===== config.mk =====
export PLATFORM = sky130hd
export DESIGN_NAME = vectored_interrupt_controller
export DESIGN_NICKNAME = d
export VERILOG_FILES = /design/src/rtl/vic_pkg.sv /design/src/rtl/irq_prio_select.sv /design/src/rtl/vectored_interrupt_controller.sv
export SDC_FILE = /design/constraint.sdc
export NUM_CORES = 1
export LEC_CHECK = 0
export CAP_MARGIN = 15
export CORE_MARGIN = 3
export CORE_UTILIZATION = 40
export CTS_BUF_LIST = sky130_fd_sc_hd__clkbuf_2 sky130_fd_sc_hd__clkbuf_4 sky130_fd_sc_hd__clkbuf_8
export DETAILED_ROUTE_END_ITERATION = 7
export PLACE_DENSITY_LB_ADDON = 0.1
export SETUP_SLACK_MARGIN = 0.05
export SLEW_MARGIN = 20
export SYNTH_ARGS = -nofsm -noshare
export SYNTH_HDL_FRONTEND = slang
export SYNTH_SLANG_ARGS = --single-unit

===== constraint.sdc =====
create_clock -name clock -period 24.4 [get_ports clock]
set_input_delay 2.44 -clock clock [delete_from_list [all_inputs] [get_ports clock]]
set_output_delay 2.44 -clock clock [all_outputs]
set_load 0.01 [all_outputs]

===== src/rtl/vic_pkg.sv =====
// rtl/vic_pkg.sv - shared constants, FSM states and PRIO nibble helpers for the vectored interrupt controller
// Contents:
//   ADDR_*              register map addresses on the cfg port
//   vic_state_e         request FSM states (IDLE, REQ)
//   prio_nibble_insert  place a priority into nibble slot of a PRIO register word
//   prio_nibble_extract fetch the nibble of a PRIO register word for one channel
package vic_pkg;

  localparam logic [3:0] ADDR_CTRL       = 4'd0;
  localparam logic [3:0] ADDR_MASK       = 4'd1;
  localparam logic [3:0] ADDR_EDGE       = 4'd2;
  localparam logic [3:0] ADDR_PENDING    = 4'd3;
  localparam logic [3:0] ADDR_IN_SERVICE = 4'd4;
  localparam logic [3:0] ADDR_LAST_ID    = 4'd5;
  localparam logic [3:0] ADDR_PRIO_BASE  = 4'd8;

  // Eight channels share one PRIO register, one nibble each.
  localparam int unsigned PRIO_PER_REG = 8;

  typedef enum logic {
    IDLE = 1'b0,
    REQ  = 1'b1
  } vic_state_e;

  function automatic logic [31:0] prio_nibble_insert(input logic [31:0] word,
                                                     input logic [2:0]  slot,
                                                     input logic [3:0]  prio);
    logic [31:0] r;
    r = word;
    r[{slot, 2'b00} +: 4] = prio;
    return r;
  endfunction

  function automatic logic [3:0] prio_nibble_extract(input logic [31:0] word,
                                                     input logic [2:0]  slot);
    return word[{slot, 2'b00} +: 4];
  endfunction

endpackage


===== src/rtl/irq_prio_select.sv =====
// rtl/irq_prio_select.sv - combinational highest-priority winner selection, lowest index wins ties
// Ports:
//   eligible_i  per-channel eligibility (already qualified by enable, mask, pending, prio > 0)
//   prio_i      per-channel priority
//   valid_o     some channel is eligible
//   id_o        index of the winning channel
//   prio_o      priority of the winning channel
module irq_prio_select #(
  parameter int unsigned NUM_IRQ = 8,
  parameter int unsigned PRIO_W  = 2
) (
  input  logic [NUM_IRQ-1:0]             eligible_i,
  input  logic [NUM_IRQ-1:0][PRIO_W-1:0] prio_i,
  output logic                           valid_o,
  output logic [4:0]                     id_o,
  output logic [PRIO_W-1:0]              prio_o
);

  logic              found;
  logic [4:0]        best_id;
  logic [PRIO_W-1:0] best_prio;

  // Ascending scan with strict '>' keeps the lowest index among equal priorities.
  always_comb begin
    found     = 1'b0;
    best_id   = 5'd0;
    best_prio = '0;
    for (int i = 0; i < NUM_IRQ; i++) begin
      if (eligible_i[i] && (!found || (prio_i[i] > best_prio))) begin
        found     = 1'b1;
        best_id   = 5'(i);
        best_prio = prio_i[i];
      end
    end
  end

  assign valid_o = found;
  assign id_o    = best_id;
  assign prio_o  = best_prio;

endmodule


===== src/rtl/vectored_interrupt_controller.sv =====
// rtl/vectored_interrupt_controller.sv - priority-nesting vectored interrupt controller with register port
// Ports:
//   clock, reset          core clock, synchronous active-high reset
//   irq_in                raw source lines
//   interrupt             request to the hazard unit (held until int_ack)
//   int_vec_addr, int_id  vector and channel of the held request
//   int_ack, int_return   request taken / return-from-interrupt retired (one-cycle pulses)
//   cfg_wen, cfg_addr, cfg_wdata, cfg_rdata   register port, read data registered
module vectored_interrupt_controller
  import vic_pkg::*;
#(
  parameter int unsigned       NUM_IRQ         = 8,
  parameter int unsigned       PRIO_W          = 2,
  parameter int unsigned       ADDR_W          = 14,
  parameter logic [ADDR_W-1:0] VEC_BASE        = ADDR_W'('h0010),
  parameter int unsigned       VEC_STRIDE_LOG2 = 2
) (
  input  logic               clock,
  input  logic               reset,
  input  logic [NUM_IRQ-1:0] irq_in,
  output logic               interrupt,
  output logic [ADDR_W-1:0]  int_vec_addr,
  output logic [4:0]         int_id,
  input  logic               int_ack,
  input  logic               int_return,
  input  logic               cfg_wen,
  input  logic [3:0]         cfg_addr,
  input  logic [31:0]        cfg_wdata,
  output logic [31:0]        cfg_rdata
);

  localparam int unsigned NUM_LEVELS = 1 << PRIO_W;

  // Configuration registers
  logic                           ctrl_en_q, ctrl_en_d;
  logic [NUM_IRQ-1:0]             mask_q, mask_d;
  logic [NUM_IRQ-1:0]             edge_q, edge_d;
  logic [NUM_IRQ-1:0][PRIO_W-1:0] prio_q, prio_d;

  // Source tracking and service state
  logic [NUM_IRQ-1:0]    irq_prev_q;
  logic [NUM_IRQ-1:0]    pend_q, pend_d;
  logic [NUM_LEVELS-1:0] in_service_q, in_service_d;
  logic [4:0]            last_id_q, last_id_d;

  // FSM and its registered outputs
  vic_state_e        state_q;
  logic              interrupt_q;
  logic [4:0]        int_id_q;
  logic [ADDR_W-1:0] int_vec_q;
  logic [PRIO_W-1:0] req_prio_q;

  logic [31:0] cfg_rdata_q, cfg_rdata_d;

  logic [NUM_IRQ-1:0] edge_rise;
  logic [NUM_IRQ-1:0] eff_pend;
  logic [NUM_IRQ-1:0] prio_nz;
  logic [NUM_IRQ-1:0] eligible;
  logic               sel_valid;
  logic [4:0]         sel_id;
  logic [PRIO_W-1:0]  sel_prio;
  logic [ADDR_W-1:0]  sel_vec;
  logic [31:0]        vec_off;
  logic [PRIO_W-1:0]  cur_level;
  logic               ack_fire;
  logic               ret_fire;
  logic               w1c_pend;

  assign edge_rise = irq_in & ~irq_prev_q;

  // Edge channels use the stored bit; level channels follow the line directly.
  assign eff_pend = (edge_q & pend_q) | (~edge_q & irq_in);

  always_comb begin
    prio_nz = '0;
    for (int i = 0; i < NUM_IRQ; i++) begin
      prio_nz[i] = |prio_q[i];
    end
  end

  assign eligible = {NUM_IRQ{ctrl_en_q}} & mask_q & eff_pend & prio_nz;

  irq_prio_select #(
    .NUM_IRQ(NUM_IRQ),
    .PRIO_W (PRIO_W)
  ) u_select (
    .eligible_i(eligible),
    .prio_i    (prio_q),
    .valid_o   (sel_valid),
    .id_o      (sel_id),
    .prio_o    (sel_prio)
  );

  assign vec_off = 32'(sel_id) << VEC_STRIDE_LOG2;
  assign sel_vec = VEC_BASE + ADDR_W'(vec_off);

  // Current level: highest in-service bit; bit 0 is never set, so 0 means idle.
  always_comb begin
    cur_level = '0;
    for (int l = 1; l < NUM_LEVELS; l++) begin
      if (in_service_q[l]) cur_level = PRIO_W'(l);
    end
  end

  assign ack_fire = int_ack && (state_q == REQ);
  assign ret_fire = int_return && (|in_service_q);
  assign w1c_pend = cfg_wen && (cfg_addr == ADDR_PENDING);

  // Return clears first so an ack in the same cycle can set a bit it just freed.
  always_comb begin
    in_service_d = in_service_q;
    last_id_d    = last_id_q;
    if (ret_fire) in_service_d[cur_level] = 1'b0;
    if (ack_fire) begin
      in_service_d[req_prio_q] = 1'b1;
      last_id_d                = int_id_q;
    end
  end

  // Clears are applied before the set so a fresh edge in the same cycle survives.
  always_comb begin
    pend_d = pend_q;
    for (int i = 0; i < NUM_IRQ; i++) begin
      if (ack_fire && (int_id_q == 5'(i))) pend_d[i] = 1'b0;
      if (w1c_pend && cfg_wdata[i])        pend_d[i] = 1'b0;
      if (edge_q[i] && edge_rise[i])       pend_d[i] = 1'b1;
    end
  end

  always_comb begin
    logic [3:0] nib;
    ctrl_en_d = ctrl_en_q;
    mask_d    = mask_q;
    edge_d    = edge_q;
    prio_d    = prio_q;
    nib       = 4'd0;
    if (cfg_wen) begin
      if (cfg_addr == ADDR_CTRL) ctrl_en_d = cfg_wdata[0];
      if (cfg_addr == ADDR_MASK) mask_d    = cfg_wdata[NUM_IRQ-1:0];
      if (cfg_addr == ADDR_EDGE) edge_d    = cfg_wdata[NUM_IRQ-1:0];
      for (int i = 0; i < NUM_IRQ; i++) begin
        if (cfg_addr == ADDR_PRIO_BASE + 4'(i / PRIO_PER_REG)) begin
          nib       = prio_nibble_extract(cfg_wdata, 3'(i % PRIO_PER_REG));
          prio_d[i] = nib[PRIO_W-1:0];
        end
      end
    end
  end

  // Read mux reflects register state before any write in the same cycle.
  always_comb begin
    cfg_rdata_d = 32'd0;
    case (cfg_addr)
      ADDR_CTRL:       cfg_rdata_d = {31'd0, ctrl_en_q};
      ADDR_MASK:       cfg_rdata_d = 32'(mask_q);
      ADDR_EDGE:       cfg_rdata_d = 32'(edge_q);
      ADDR_PENDING:    cfg_rdata_d = 32'(eff_pend);
      ADDR_IN_SERVICE: cfg_rdata_d = 32'(in_service_q);
      ADDR_LAST_ID:    cfg_rdata_d = 32'(last_id_q);
      default: begin
        for (int i = 0; i < NUM_IRQ; i++) begin
          if (cfg_addr == ADDR_PRIO_BASE + 4'(i / PRIO_PER_REG)) begin
            cfg_rdata_d = prio_nibble_insert(cfg_rdata_d, 3'(i % PRIO_PER_REG), 4'(prio_q[i]));
          end
        end
      end
    endcase
  end

  always_ff @(posedge clock) begin
    if (reset) begin
      ctrl_en_q    <= 1'b0;
      mask_q       <= '0;
      edge_q       <= '0;
      prio_q       <= '0;
      irq_prev_q   <= '0;
      pend_q       <= '0;
      in_service_q <= '0;
      last_id_q    <= 5'd0;
      cfg_rdata_q  <= 32'd0;
    end else begin
      ctrl_en_q    <= ctrl_en_d;
      mask_q       <= mask_d;
      edge_q       <= edge_d;
      prio_q       <= prio_d;
      irq_prev_q   <= irq_in;
      pend_q       <= pend_d;
      in_service_q <= in_service_d;
      last_id_q    <= last_id_d;
      cfg_rdata_q  <= cfg_rdata_d;
    end
  end

  // Request FSM: id, vector and priority are frozen on entry to REQ and held
  // until the hazard unit acknowledges, regardless of mask or source changes.
  always_ff @(posedge clock) begin
    if (reset) begin
      state_q     <= IDLE;
      interrupt_q <= 1'b0;
      int_id_q    <= 5'd0;
      int_vec_q   <= '0;
      req_prio_q  <= '0;
    end else begin
      case (state_q)
        IDLE: begin
          if (sel_valid && (sel_prio > cur_level)) begin
            state_q     <= REQ;
            interrupt_q <= 1'b1;
            int_id_q    <= sel_id;
            int_vec_q   <= sel_vec;
            req_prio_q  <= sel_prio;
          end
        end
        REQ: begin
          if (int_ack) begin
            state_q     <= IDLE;
            interrupt_q <= 1'b0;
          end
        end
        default: begin
          state_q     <= IDLE;
          interrupt_q <= 1'b0;
        end
      endcase
    end
  end

  assign interrupt    = interrupt_q;
  assign int_id       = int_id_q;
  assign int_vec_addr = int_vec_q;
  assign cfg_rdata    = cfg_rdata_q;

endmodule


After elaboration in Yosys (flattened, before gate mapping) --
Cells that the tools add are included.
Word-level totals: register bits after elaboration 113, input bits 49, output and inout port bits 52, logic and storage cells 216
Cells by class: add/sub/neg operators 1, magnitude comparators 12, equal/unequal tests 15, mux-type cells 71, bitwise logic cells 13, reduce and logical (&&, ||, !) cells 76
Operator list (count):
- one-hot mux 32 bit (6 select lines) | 1
- bitwise AND 8 bit | 6
- two-way mux 1 bit | 40
- logical AND 1 bit | 37
- two-way mux 32 bit | 1
- two-way mux 28 bit | 1
- two-way mux 2 bit | 13
- two-way mux 24 bit | 1
- nonzero test 3 bit | 8
- == test 5 x 3 -> 1 bit, second input constant | 4
- two-way mux 20 bit | 1
- > comparator 2 bit | 8
- two-way mux 16 bit | 1
- NOT 8 bit | 2
- OR reduction 2 bit | 8
- two-way mux 12 bit | 1
- two-way mux 3 bit | 4
- AND reduction 2 bit | 6
- == test 5 x 2 -> 1 bit, second input constant | 2
- adder 5 x 7 -> 8 bit, first input constant | 1
- == test 4 x 2 -> 1 bit, second input constant | 2
- == test 4 x 3 -> 1 bit, second input constant | 2
- two-way mux 4 bit | 2
- two-way mux 8 bit | 1
- 18 further kinds | 35

Depth between registers and ports, before layout --
depth after elaboration 38, mapped depth 52, depth with buffers taken out 51

Cells and area by module --
From an unflattened synthesis, not the netlist that was laid out.
Second synthesis, totals: cells, all modules 558, area total of the unflattened synthesis 4873.4 µm²
By module, submodules not included:
- vectored_interrupt_controller | instances 1, cells an instance 445, area each 4062.6 µm², sequential area each 1821.7 µm²
- irq_prio_select | instances 1, cells an instance 113, area each 810.8 µm², sequential area each 0.0 µm²

Worst setup path before layout --
No wires, ideal clock.
kind input to register, start input port irq_in[0], end register req_prio_q[0], data arrival time 11.807 ns, required time 24.281 ns, setup slack 12.474 ns, stages 49, buffers on the path 1, cells stage by stage mux2_4 and2_2 nand2_1 ha_1 nor2b_1 o21ai_0 a211oi_1 or2_2 ha_1 a2bb2oi_1 o21a_1 o31ai_1 ha_1 and2b_2 a2bb2oi_1 nor2_1 nor2_1 nor2_1 [... 13 more ...] nor2_1 and2_1 a41oi_1 o211ai_1 o211a_1 o21a_1 ha_1 nand2_1 o21ai_0 a21o_1 mux2_2 ha_1 a21oi_1 o21ai_0 o21ba_2 buf_1 o21ai_0 o221a_1
On the way: cells in the longest elaborated chain, start to end 36
RTL lines:
- start, declared | line vectored_interrupt_controller.sv:20 | input logic [NUM_IRQ-1:0] irq_in,
- bitwise AND 8 bit * | line vectored_interrupt_controller.sv:72 | assign eff_pend = (edge_q & pend_q) | (~edge_q & irq_in);
- bitwise OR 8 bit * | line vectored_interrupt_controller.sv:72
- bitwise AND 8 bit * (2 in a row) | line vectored_interrupt_controller.sv:81 | assign eligible = {NUM_IRQ{ctrl_en_q}} & mask_q & eff_pend & prio_nz;
- two-way mux 2 bit / two-way mux 1 bit (equally long branches) | line irq_prio_select.sv:29 | if (eligible_i[i] && (!found || (prio_i[i] > best_prio))) begin
- > comparator 2 bit / zero test 1 bit (equally long branches) | line irq_prio_select.sv:29
- logical OR 1 bit | line irq_prio_select.sv:29
- logical AND 1 bit | line irq_prio_select.sv:29
- two-way mux 2 bit / two-way mux 1 bit (equally long branches) | line irq_prio_select.sv:29
- [... 20 more ...]
- > comparator 2 bit / zero test 1 bit (equally long branches) | line irq_prio_select.sv:29
- logical OR 1 bit | line irq_prio_select.sv:29
- logical AND 1 bit | line irq_prio_select.sv:29
- two-way mux 2 bit * | line irq_prio_select.sv:29
- via sel_prio[1] | line vectored_interrupt_controller.sv:61 | logic [PRIO_W-1:0] sel_prio;
- > comparator 2 bit * | line vectored_interrupt_controller.sv:206 | if (sel_valid && (sel_prio > cur_level)) begin
- logical AND 1 bit * | line vectored_interrupt_controller.sv:206
- AND reduction 2 bit (no source line) *
- end signal, assigned | line vectored_interrupt_controller.sv:211 | req_prio_q <= sel_prio;
- end, declared | line vectored_interrupt_controller.sv:51 | logic [PRIO_W-1:0] req_prio_q;
The timed path passes the listed nets; every way through them passes the cells marked *. A chain may end at the register's enable or synchronous reset.

Worst setup path in the final report --
Same ends and word-level chain as after synthesis.

==> out/results.txt <==
Max Clock Freq = 0.0776 GHz
Post-layout util = 49.6%
Hold Path Origin = int_vec_addr[4]$_SDFFE_PP0P_
Fillers = 1049
Grt ovf = 0
Clk root buf = clkbuf_8
Global-route wire length before repair = 19000 um
Worst Skew = 0.0103 ns
# resized after CTS = 0
FF-to-FF End = req_prio_q[0]$_SDFFE_PP0P_
Hold Path End = int_vec_addr[4]$_SDFFE_PP0P_
Gpl congestion = 0.924
Maximum fanout along the worst path = 9
Worst VDD drop = 35.1 uV
CTS tree = yes
RSZ-0062 raised after global routing = false
Status = finished, final reports clean
Crit path required time = 24.66 ns
Power Total = 253 uW
Initial antenna violation count = 0
Tmin final = 12.89 ns
Commonest non-fill, non-tap cell in the layout = nand2_1
Vias in the first global route = 3692
Number of synthesized register bits = 84
Nets@finish = 655
CTS H-tree lvls = 3
Post-synthesis async set-or-reset flop share = 0%
Die height = 111 um
DR vias = 4059
Final Cycle Share = 52.8%
Detail Placement HPWL = 8830 um
Final Cell Area = 0.00524 mm^2
Critical Path AT = 13.15 ns
Seq/Total Area, Yosys = 37.9%
CP max stage delay = 0.50 ns
Worst r2r src = ctrl_en_q$_SDFFE_PP0P_
Die ar. = 0.0124 mm^2
Area grow syn2layout = 18.1%
Clock buffer depth = 2
Leakage = 2.08 nW
Worst-margin pin slew = 1.11 ns
Drt wl/cell = 16.7 um
Largest net degree at the start of global routing = 65
Final Hold Fails = 0
Worst hold stages = 2
Synthesized area per cell = 8.22 um^2
Die W = 111 um
Setup bufs post-CTS = 0
Max-slew violations = 0
Pre-Repair DR Iteration Count = 7
# diodes = 0
Power density cells = 48.3 mW/mm^2
Initial Util = 42.0%
Kind of end point of the critical path = register
CTS sink cnt = 84
Mapped Area = 0.00443 mm^2
Core area = 0.0106 mm^2
Worst Hold Class = reg -> reg
Layout cells sized above 1 = 7.72%
Clk slew on worst S/H paths = 0.09 ns
Post-synth EDFFs = 0
Commonest cells after routing, fill and taps aside = 96 x nand2_1, 84 x dfxtp_1, 63 x clkdlybuf4s50_1, 54 x a21oi_1, 33 x nor2_1
Num rows = 37
Crit path kind = in -> reg
Synth unique cells = 65
IO Count = 101
R2r setup slk = 13.37 ns
Placed instance area = 0.00506 mm^2
Slew margin rel. = 26.1%
DR iter-0 viols = 300
R2R depth = 48
Final WL = 12200 um
Max_cap viols = 0
Primary FF master, synth = dfxtp_1
CTS Buf Count = 9
Hold buffer count at CTS = 0
Syn Inst Count = 539
Antenna Nets Post-Route = 0
CP startpoint kind = input pin
Fin Setup TNS = 0 ns
Crit-path most repeated cell = ha_1
Worst skew pair latency = 0.36 ns
Vias per inst = 5.55
# DRC = 0
All-layer global routing usage = 19.3%
Yosys warnings = 0
Port bufs = 64
Final setup violating endpoints = 0
Slowest-stage cell, CP = a2111oi_0
## layout make-up
class | count | area [um^2] | area share (%)
clock inverter | 6 | 40.0 | 0.765
timing repair buffer | 67 | 658 | 12.6
multi-input combinational | 415 | 2490 | 47.7
sequential | 84 | 1680 | 32.1
tap | 136 | 170 | 3.25
inverter | 14 | 52.6 | 1.00
clock buffer | 10 | 138 | 2.63
## per-layer routing
metal  vias up  global-route usage, %  part of all wire [%]
met3        23                   5.02                   7.3
li1       1975                      -                     -
met4         0                   6.65                   2.8
met2       159                   30.4                    46
met5         -                      0                     0
met1      1902                   25.5                    44
## Yosys cell counts, drive strengths merged, types with 4 or more instances
library cell,count,share of area [%]
nand2,96,8.1
dfxtp,84,38
a21oi,55,6.3
nor2,33,2.8
buf,32,5.0
nand3,23,2.6
nor2b,19,2.7
o21ai,18,2.0
clkbuf,17,1.7
ha,15,4.2
inv,14,1.2
and2,11,1.6
o211a,9,2.0
a21o,8,1.4
a41o,7,1.6
and3,7,1.1
and3b,7,1.4
mux2,7,2.0
nor3,7,0.79
o211ai,6,1.0
a211oi,4,0.68
a222oi,4,0.90
o21a,4,0.68
or2,4,0.56
## worst max path at each step
stage / start / endpoint / slack [ns]
2_1_floorplan: irq_in[0] / req_prio_q[0]$_SDFFE_PP0P_ / 12.47
3_3_place_gp: irq_in[0] / req_prio_q[0]$_SDFFE_PP0P_ / 11.25
3_5_place_dp: irq_in[0] / int_vec_addr[5]$_SDFFE_PP0P_ / 11.19
4_1_cts: irq_in[0] / req_prio_q[0]$_SDFFE_PP0P_ / 11.52
5_1_grt: irq_in[0] / req_prio_q[0]$_SDFFE_PP0P_ / 10.68
6_report: irq_in[0] / req_prio_q[0]$_SDFFE_PP0P_ / 11.51
## critical path, delay by kind of cell
kind / cells / cell delay [ns]
AO/OA/AOI/OAI: 22 / 4.96
buffers and inverters: 1 / 0.41
AND/OR/NAND/NOR: 15 / 1.99
adder cells (fa/ha/maj): 8 / 2.21
multiplexers: 3 / 1.10
## sequential cells by signal, indices dropped and copies added (netlist names)
register and flops:
in_service_q 4, req_prio_q 2, mask_q 8, state_q 1, edge_q 8, interrupt 1
int_id 2, irq_prev_q 8, pend_q 8, int_vec_addr 2, ctrl_en_q 1, cfg_rdata 20
prio_q 16, last_id_q 3
## cell families after synthesis
kind of cell / share of synthesized area [%]
AOI/OAI and AO/OA: 22.8
adders and majority gates: 4.23
buffers and inverters: 7.85
DFF: 37.9
muxes: 3.22
other: 0.0846
and+or+nand+nor: 23.8
## stage by stage
stage | cells | setup slack [ns] | hold slack (ns)
floorplan | 562 | 12.47 | 0.433
global placement | 716 | 11.25 | 0.444
detailed placement | 716 | 11.19 | 0.450
CTS | 732 | 11.52 | 0.462
global route | 732 | 10.68 | 0.491
finish | 732 | 11.51 | 0.459
## report_power, final
part | switching (mW) | internal [mW]
Clock | 0.0520 | 0.0393
Combinational | 0.0125 | 0.00896
Sequential | 0.00117 | 0.139
Total | 0.0657 | 0.187
(Power assumes the default switching activity.)
